**config.mk**
```make
export PLATFORM = sky130hd
export DESIGN_NAME = alu_seq_exec
export DESIGN_NICKNAME = d
export VERILOG_FILES = /design/src/rtl/alu_pkg.sv /design/src/rtl/alu_serial_shifter.sv /design/src/rtl/alu_seq_exec.sv
export SDC_FILE = /design/constraint.sdc
export NUM_CORES = 1
export LEC_CHECK = 0
export BUFFER_PORTS_ARGS = -buffer_cell sky130_fd_sc_hd__clkbuf_2
export CAP_MARGIN = 5
export CORE_MARGIN = 2
export CORE_UTILIZATION = 40
export CTS_CLUSTER_SIZE = 40
export DETAILED_ROUTE_END_ITERATION = 16
export PLACE_DENSITY = 0.71
export SLEW_MARGIN = 5
export SYNTH_ARGS = -nofsm -noshare
export SYNTH_HDL_FRONTEND = slang
export SYNTH_SLANG_ARGS = --single-unit
```
**constraint.sdc**
```tcl
create_clock -name clk -period 14.6 [get_ports clk]
set_input_delay 2.92 -clock clk [delete_from_list [all_inputs] [get_ports clk]]
set_output_delay 2.92 -clock clk [all_outputs]
set_load 0.02 [all_outputs]
```
**src/rtl/alu_pkg.sv**
```systemverilog
// Shared ALU control codes and execute-stage state encoding.
// Used by the ALU control decoder and by alu_seq_exec.
package alu_pkg;

    typedef enum logic [2:0] {
        ALU_ADD = 3'b000,
        ALU_SUB = 3'b001,
        ALU_AND = 3'b010,
        ALU_OR  = 3'b011,
        ALU_SRL = 3'b101
    } alu_ctrl_t;

    typedef enum logic [1:0] {
        IDLE  = 2'd0,
        SHIFT = 2'd1,
        DONE  = 2'd2
    } exec_state_t;

endpackage

```
**src/rtl/alu_serial_shifter.sv**
```systemverilog
// Iterative logical shift right: one bit per cycle, zero fill.
// The shift register and down-counter are loaded together; o_done flags the final shift.
module alu_serial_shifter #(
    parameter int WIDTH   = 32,
    parameter int SHAMT_W = $clog2(WIDTH)
) (
    input  logic               clk,
    input  logic               reset,
    input  logic               i_load,
    input  logic               i_start,
    input  logic [WIDTH-1:0]   i_data,
    input  logic [SHAMT_W-1:0] i_shamt,
    output logic               o_busy,
    output logic               o_done,
    output logic [WIDTH-1:0]   o_result
);

    logic [WIDTH-1:0]   r_data;
    logic [SHAMT_W-1:0] r_count;

    assign o_busy   = (r_count != '0);
    assign o_done   = i_start && o_busy && (r_count == SHAMT_W'(1));
    // Value the register holds after this cycle's shift, so the caller can capture it on o_done.
    assign o_result = r_data >> 1;

    always_ff @(posedge clk) begin
        if (reset) begin
            r_data  <= '0;
            r_count <= '0;
        end else if (i_load) begin
            r_data  <= i_data;
            r_count <= i_shamt;
        end else if (i_start && o_busy) begin
            r_data  <= r_data >> 1;
            r_count <= r_count - SHAMT_W'(1);
        end
    end

endmodule

```
**src/rtl/alu_seq_exec.sv**
```systemverilog
// Execute-stage ALU with valid/ready handshakes: single-cycle ADD/SUB/AND/OR, iterative SRL.
// Define ALU_FLAGS_EN to add the Negative/Carry/Overflow outputs.
module alu_seq_exec
    import alu_pkg::*;
#(
    parameter int WIDTH = 32
) (
    input  logic             clk,
    input  logic             reset,
    input  logic             in_valid,
    output logic             in_ready,
    input  logic [WIDTH-1:0] SrcA,
    input  logic [WIDTH-1:0] SrcB,
    input  logic [2:0]       ALUControl,
    output logic             out_valid,
    input  logic             out_ready,
    output logic [WIDTH-1:0] ALUResult,
    output logic             Zero,
    output logic             illegal_op
`ifdef ALU_FLAGS_EN
    ,
    output logic             Negative,
    output logic             Carry,
    output logic             Overflow
`endif
);

    localparam int SHAMT_W = $clog2(WIDTH);

    exec_state_t        r_state;
    logic [WIDTH-1:0]   r_result;
    logic               r_zero;
    logic               r_illegal;

    logic               w_accept;
    logic               w_isSub;
    logic               w_isShift;
    logic               w_startShift;
    logic               w_opIllegal;
    logic [WIDTH-1:0]   w_bOp;
    logic [WIDTH-1:0]   w_addResult;
    logic [WIDTH-1:0]   w_opResult;
    logic [SHAMT_W-1:0] w_shamt;
    logic               w_shBusy;
    logic               w_shDone;
    logic [WIDTH-1:0]   w_shResult;

    // A finished result may be replaced in the same cycle it is consumed, so DONE also accepts.
    assign in_ready  = !reset && !w_shBusy &&
                       ((r_state == IDLE) || ((r_state == DONE) && out_ready));
    assign w_accept  = in_valid && in_ready;
    assign out_valid = (r_state == DONE);
    assign ALUResult = r_result;
    assign Zero      = r_zero;
    assign illegal_op = r_illegal;

    assign w_isSub      = (ALUControl == ALU_SUB);
    assign w_bOp        = w_isSub ? ~SrcB : SrcB;
    assign w_shamt      = SrcB[SHAMT_W-1:0];
    assign w_startShift = w_isShift && (w_shamt != '0);

`ifdef ALU_FLAGS_EN
    logic [WIDTH:0] w_sum;
    logic           w_isArith;
    logic           w_carry;
    logic           w_overflow;
    logic           r_carry;
    logic           r_overflow;

    assign w_sum       = {1'b0, SrcA} + {1'b0, w_bOp} + {{WIDTH{1'b0}}, w_isSub};
    assign w_addResult = w_sum[WIDTH-1:0];
    assign w_isArith   = (ALUControl == ALU_ADD) || w_isSub;
    assign w_carry     = w_isArith && w_sum[WIDTH];
    // Overflow when both effective operands share a sign that the result does not.
    assign w_overflow  = w_isArith && (SrcA[WIDTH-1] == w_bOp[WIDTH-1]) &&
                         (w_sum[WIDTH-1] != SrcA[WIDTH-1]);
    assign Negative    = r_result[WIDTH-1];
    assign Carry       = r_carry;
    assign Overflow    = r_overflow;
`else
    assign w_addResult = SrcA + w_bOp + {{(WIDTH-1){1'b0}}, w_isSub};
`endif

    always_comb begin
        w_opResult  = '0;
        w_opIllegal = 1'b0;
        w_isShift   = 1'b0;
        case (ALUControl)
            ALU_ADD, ALU_SUB: w_opResult = w_addResult;
            ALU_AND:          w_opResult = SrcA & SrcB;
            ALU_OR:           w_opResult = SrcA | SrcB;
            ALU_SRL: begin
                w_opResult = SrcA;
                w_isShift  = 1'b1;
            end
            default:          w_opIllegal = 1'b1;
        endcase
    end

    alu_serial_shifter #(
        .WIDTH   (WIDTH),
        .SHAMT_W (SHAMT_W)
    ) u_shifter (
        .clk      (clk),
        .reset    (reset),
        .i_load   (w_accept && w_startShift),
        .i_start  (r_state == SHIFT),
        .i_data   (SrcA),
        .i_shamt  (w_shamt),
        .o_busy   (w_shBusy),
        .o_done   (w_shDone),
        .o_result (w_shResult)
    );

    always_ff @(posedge clk) begin
        if (reset) begin
            r_state   <= IDLE;
            r_result  <= '0;
            r_zero    <= 1'b0;
            r_illegal <= 1'b0;
`ifdef ALU_FLAGS_EN
            r_carry    <= 1'b0;
            r_overflow <= 1'b0;
`endif
        end else begin
            case (r_state)
                IDLE, DONE: begin
                    if (w_accept && w_startShift) begin
                        r_state <= SHIFT;
                    end else if (w_accept) begin
                        r_state   <= DONE;
                        r_result  <= w_opResult;
                        r_zero    <= (w_opResult == '0);
                        r_illegal <= w_opIllegal;
`ifdef ALU_FLAGS_EN
                        r_carry    <= w_carry;
                        r_overflow <= w_overflow;
`endif
                    end else if ((r_state == DONE) && out_ready) begin
                        r_state <= IDLE;
                    end
                end
                SHIFT: begin
                    if (w_shDone) begin
                        r_state   <= DONE;
                        r_result  <= w_shResult;
                        r_zero    <= (w_shResult == '0);
                        r_illegal <= 1'b0;
`ifdef ALU_FLAGS_EN
                        r_carry    <= 1'b0;
                        r_overflow <= 1'b0;
`endif
                    end
                end
                default: r_state <= IDLE;
            endcase
        end
    end

endmodule

```
==> qor.txt <==
Most used cells in the layout excluding fill and tap cells -> nor2_1 (120), clkbuf_2 (106), a21oi_1 (91), nand2_1 (77), dfxtp_1 (72)
Drt pass-1 iters -> 6
Post-DP HPWL -> 16.7 mm
Die span in x -> 133 um
Initial antenna violation count -> 0
Largest delay share family, worst path -> simple AND/OR/NAND/NOR gates
F_max -> 137 MHz
Clock transition at path regs -> 60 ps
Area of the multi-input gates -> 4940 um^2
Library cells used by synthesis -> 69
H-Tree Depth -> 3
Hold Buf Count CTS -> 0
Req. time, crit path -> 14860 ps
Starting Density -> 40.6%
Leak -> 3.05 nW
Crit-path max FO -> 40
Yosys synthesis warning count -> 0
Row Count -> 47
RSZ-0062 raised after global routing -> false
Clk Latency, worst-skew pair -> 330 ps
Synth area leader -> dfxtp_1
Register area -> 1440 um^2
Post-route design area -> 7660 um^2
Crit path cell chain -> clkbuf_2 > buf_4 > and2_2 > xor2_1 > inv_1 > fa_1 > nand3b_1 > a2111oi_1 > nor2_1 > a31oi_1 > o21ai_0 > a31oi_1 > nor4bb_1 > and4_1 > nand4_1 > o22ai_1
Vias -> 7265
Seq/Total Area, Yosys -> 21.7%
Top-Level Pins -> 107
Crit Path Class -> in2reg
Mapped Area -> 6650 um^2
Synthesized instance count -> 892
Clk sink count -> 72
Clock Path Buffers -> 2
DR DRC count -> 0
Setup TNS -> 0 ps
CTS tree -> yes
Final net count -> 1070
Number of synthesized flops with an enable pin -> 0
Dpl cell area -> 7320 um^2
Die area -> 17700 um^2
Most common cell after layout, fill and taps aside -> nor2_1
Synth Area per Inst -> 7.46 um^2
TritonCTS Buffers -> 9
Min Hold Slack -> 448 ps
Gr usage total -> 25.1%
CP Capture Type -> register
Routed Antenna Nets -> 0
Vias per cell -> 6.15
Endpoints failing setup -> 0
Outcome -> completed
WP buf/inv -> 3
Core ar. -> 16400 um^2
PortBufs -> 106
Postcts setup bufs -> 0
Placer's final routability congestion estimate -> 0.936
VDD IR max -> 0.0000672 V
Async SR Flop Fraction -> 0%
Vias in the first global route -> 6854
Fillers -> 1667
Worst slew margin -> 31.0%
Top-area cell type share of the netlist area -> 21.7%
Main flop type after synthesis -> dfxtp_1
Final period utilization -> 49.8%
Max Slew Vio Count -> 0
Root Buffer -> clkbuf_16
Largest net degree at the start of global routing -> 75
Final Power -> 0.695 mW
Die H -> 133 um
Cts repair resizes -> 0
P&R area growth vs syn -> 15.1%
Fraction of layout cells with a size suffix above 1 -> 15.5%
Diodes inserted -> 0
Actual slew at the worst max-slew pin -> 1040 ps
Final Hold Viols -> 0
Max stage delay on crit path -> 940 ps
Max-cap violations -> 0
Crit path top cell by count -> a31oi_1
Syn_nets -> 1005
Pre-CTS setup slack -> 7080 ps
Setup Skew -> 6.69 ps
Slowest-stage cell, CP -> and2_2
Crit path launch type -> primary input
Wire length per cell -> 18.9 um
Worst Slack Setup Final -> 7320 ps
First-pass GRT wire length -> 35.7 mm
Initial DRC Count -> 826
DRT Wirelength -> 22.4 mm
Power Density -> 90.7 nW/um^2
Crit path DAT -> 7530 ps
Hold Path Class -> reg2reg
Min cycle time layout -> 7280 ps
Gr ovfl total -> 0
Synthesized flop and latch total -> 72
Largest cells by area after synthesis -> dfxtp_1 (22%), ha_1 (7.7%), a21oi_1 (6.9%)
per-layer routing:
metal | track usage [%] | part of all wire (%) | wire length [um] | vias to the layer above
met3 | 4.64 | 8.4 | 1870 | 63
li1 | - | - | - | 3457
met2 | 40.7 | 46 | 10300 | 382
met4 | 9.62 | 4.0 | 886 | 0
met5 | 0 | 0 | 0 | -
met1 | 33.1 | 42 | 9320 | 3363
Yosys cell counts (all sizes together) (23+ instances only):
cell    number
o21ai       34
maj3        27
ha          41
dfxtp       72
xor2        37
clkbuf      55
nand2       77
nor3        23
a211oi      44
a22oi       25
a21oi       92
mux2i       26
nor2       121
stage by stage:
stage / std cells / util, %
5_1_grt: 1182 / 46.7
3_3_place_gp: 1166 / 44.6
2_1_floorplan: 892 / -
3_5_place_dp: 1166 / 44.6
4_1_cts: 1182 / 46.7
6_report: 1182 / 46.7
registers in the layout, summed over array words and instances (netlist names):
| register | flops |
|---|---|
| ALUResult | 32 |
| u_shifter.r_count | 5 |
| r_state | 2 |
| illegal_op | 1 |
| u_shifter.r_data | 31 |
| Zero | 1 |
final timing paths:
check | start | slack (ps) | cells past startpoint | to
worst max-delay path | ALUControl[0] | 7320 | 16 | Zero
worst min-delay path | ALUResult[23] | 450 | 2 | ALUResult[23]
worst max register to register | u_shifter.r_count[2] | 11290 | 8 | ALUResult[13]
worst min register to register | ALUResult[23] | 450 | 2 | ALUResult[23]
kinds of logic after synthesis:
logic type                 share of synthesized area [%]
muxes                                               3.91
DFF                                                 21.7
AOI/OAI and AO/OA                                   29.4
and+or+nand+nor                                     22.1
xor gates and xnor gates                            6.43
adders and majority gates                           12.1
buffers and inverters                               4.46
where the power goes:
| group | switching, mW | leakage (nW) | internal, mW |
|---|---|---|---|
| sequential | 0.00490 | 0.583 | 0.203 |
| combinational | 0.151 | 2.30 | 0.0875 |
| clock | 0.0813 | 0.164 | 0.167 |
| total | 0.237 | 3.05 | 0.458 |
worst reg2reg max path, stage by stage (launching register included):
cell	delay (ps)
dfxtp_1	340
nor3_1	490
o2111a_1	300
nand2_1	100
nor3b_1	770
nor2_4	230
buf_4	350
or3_1	500
a21oi_1	150
area by class of cell:
type | instances | share of cell area, %
Clock inverter | 5 | 1.36
Timing Repair Buffer | 116 | 7.90
Sequential cell | 72 | 18.8
Inverter | 17 | 0.833
Clock buffer | 11 | 3.04
Tap cell | 220 | 3.59
Multi-Input combinational cell | 741 | 64.5
(Power assumes the default switching activity.)
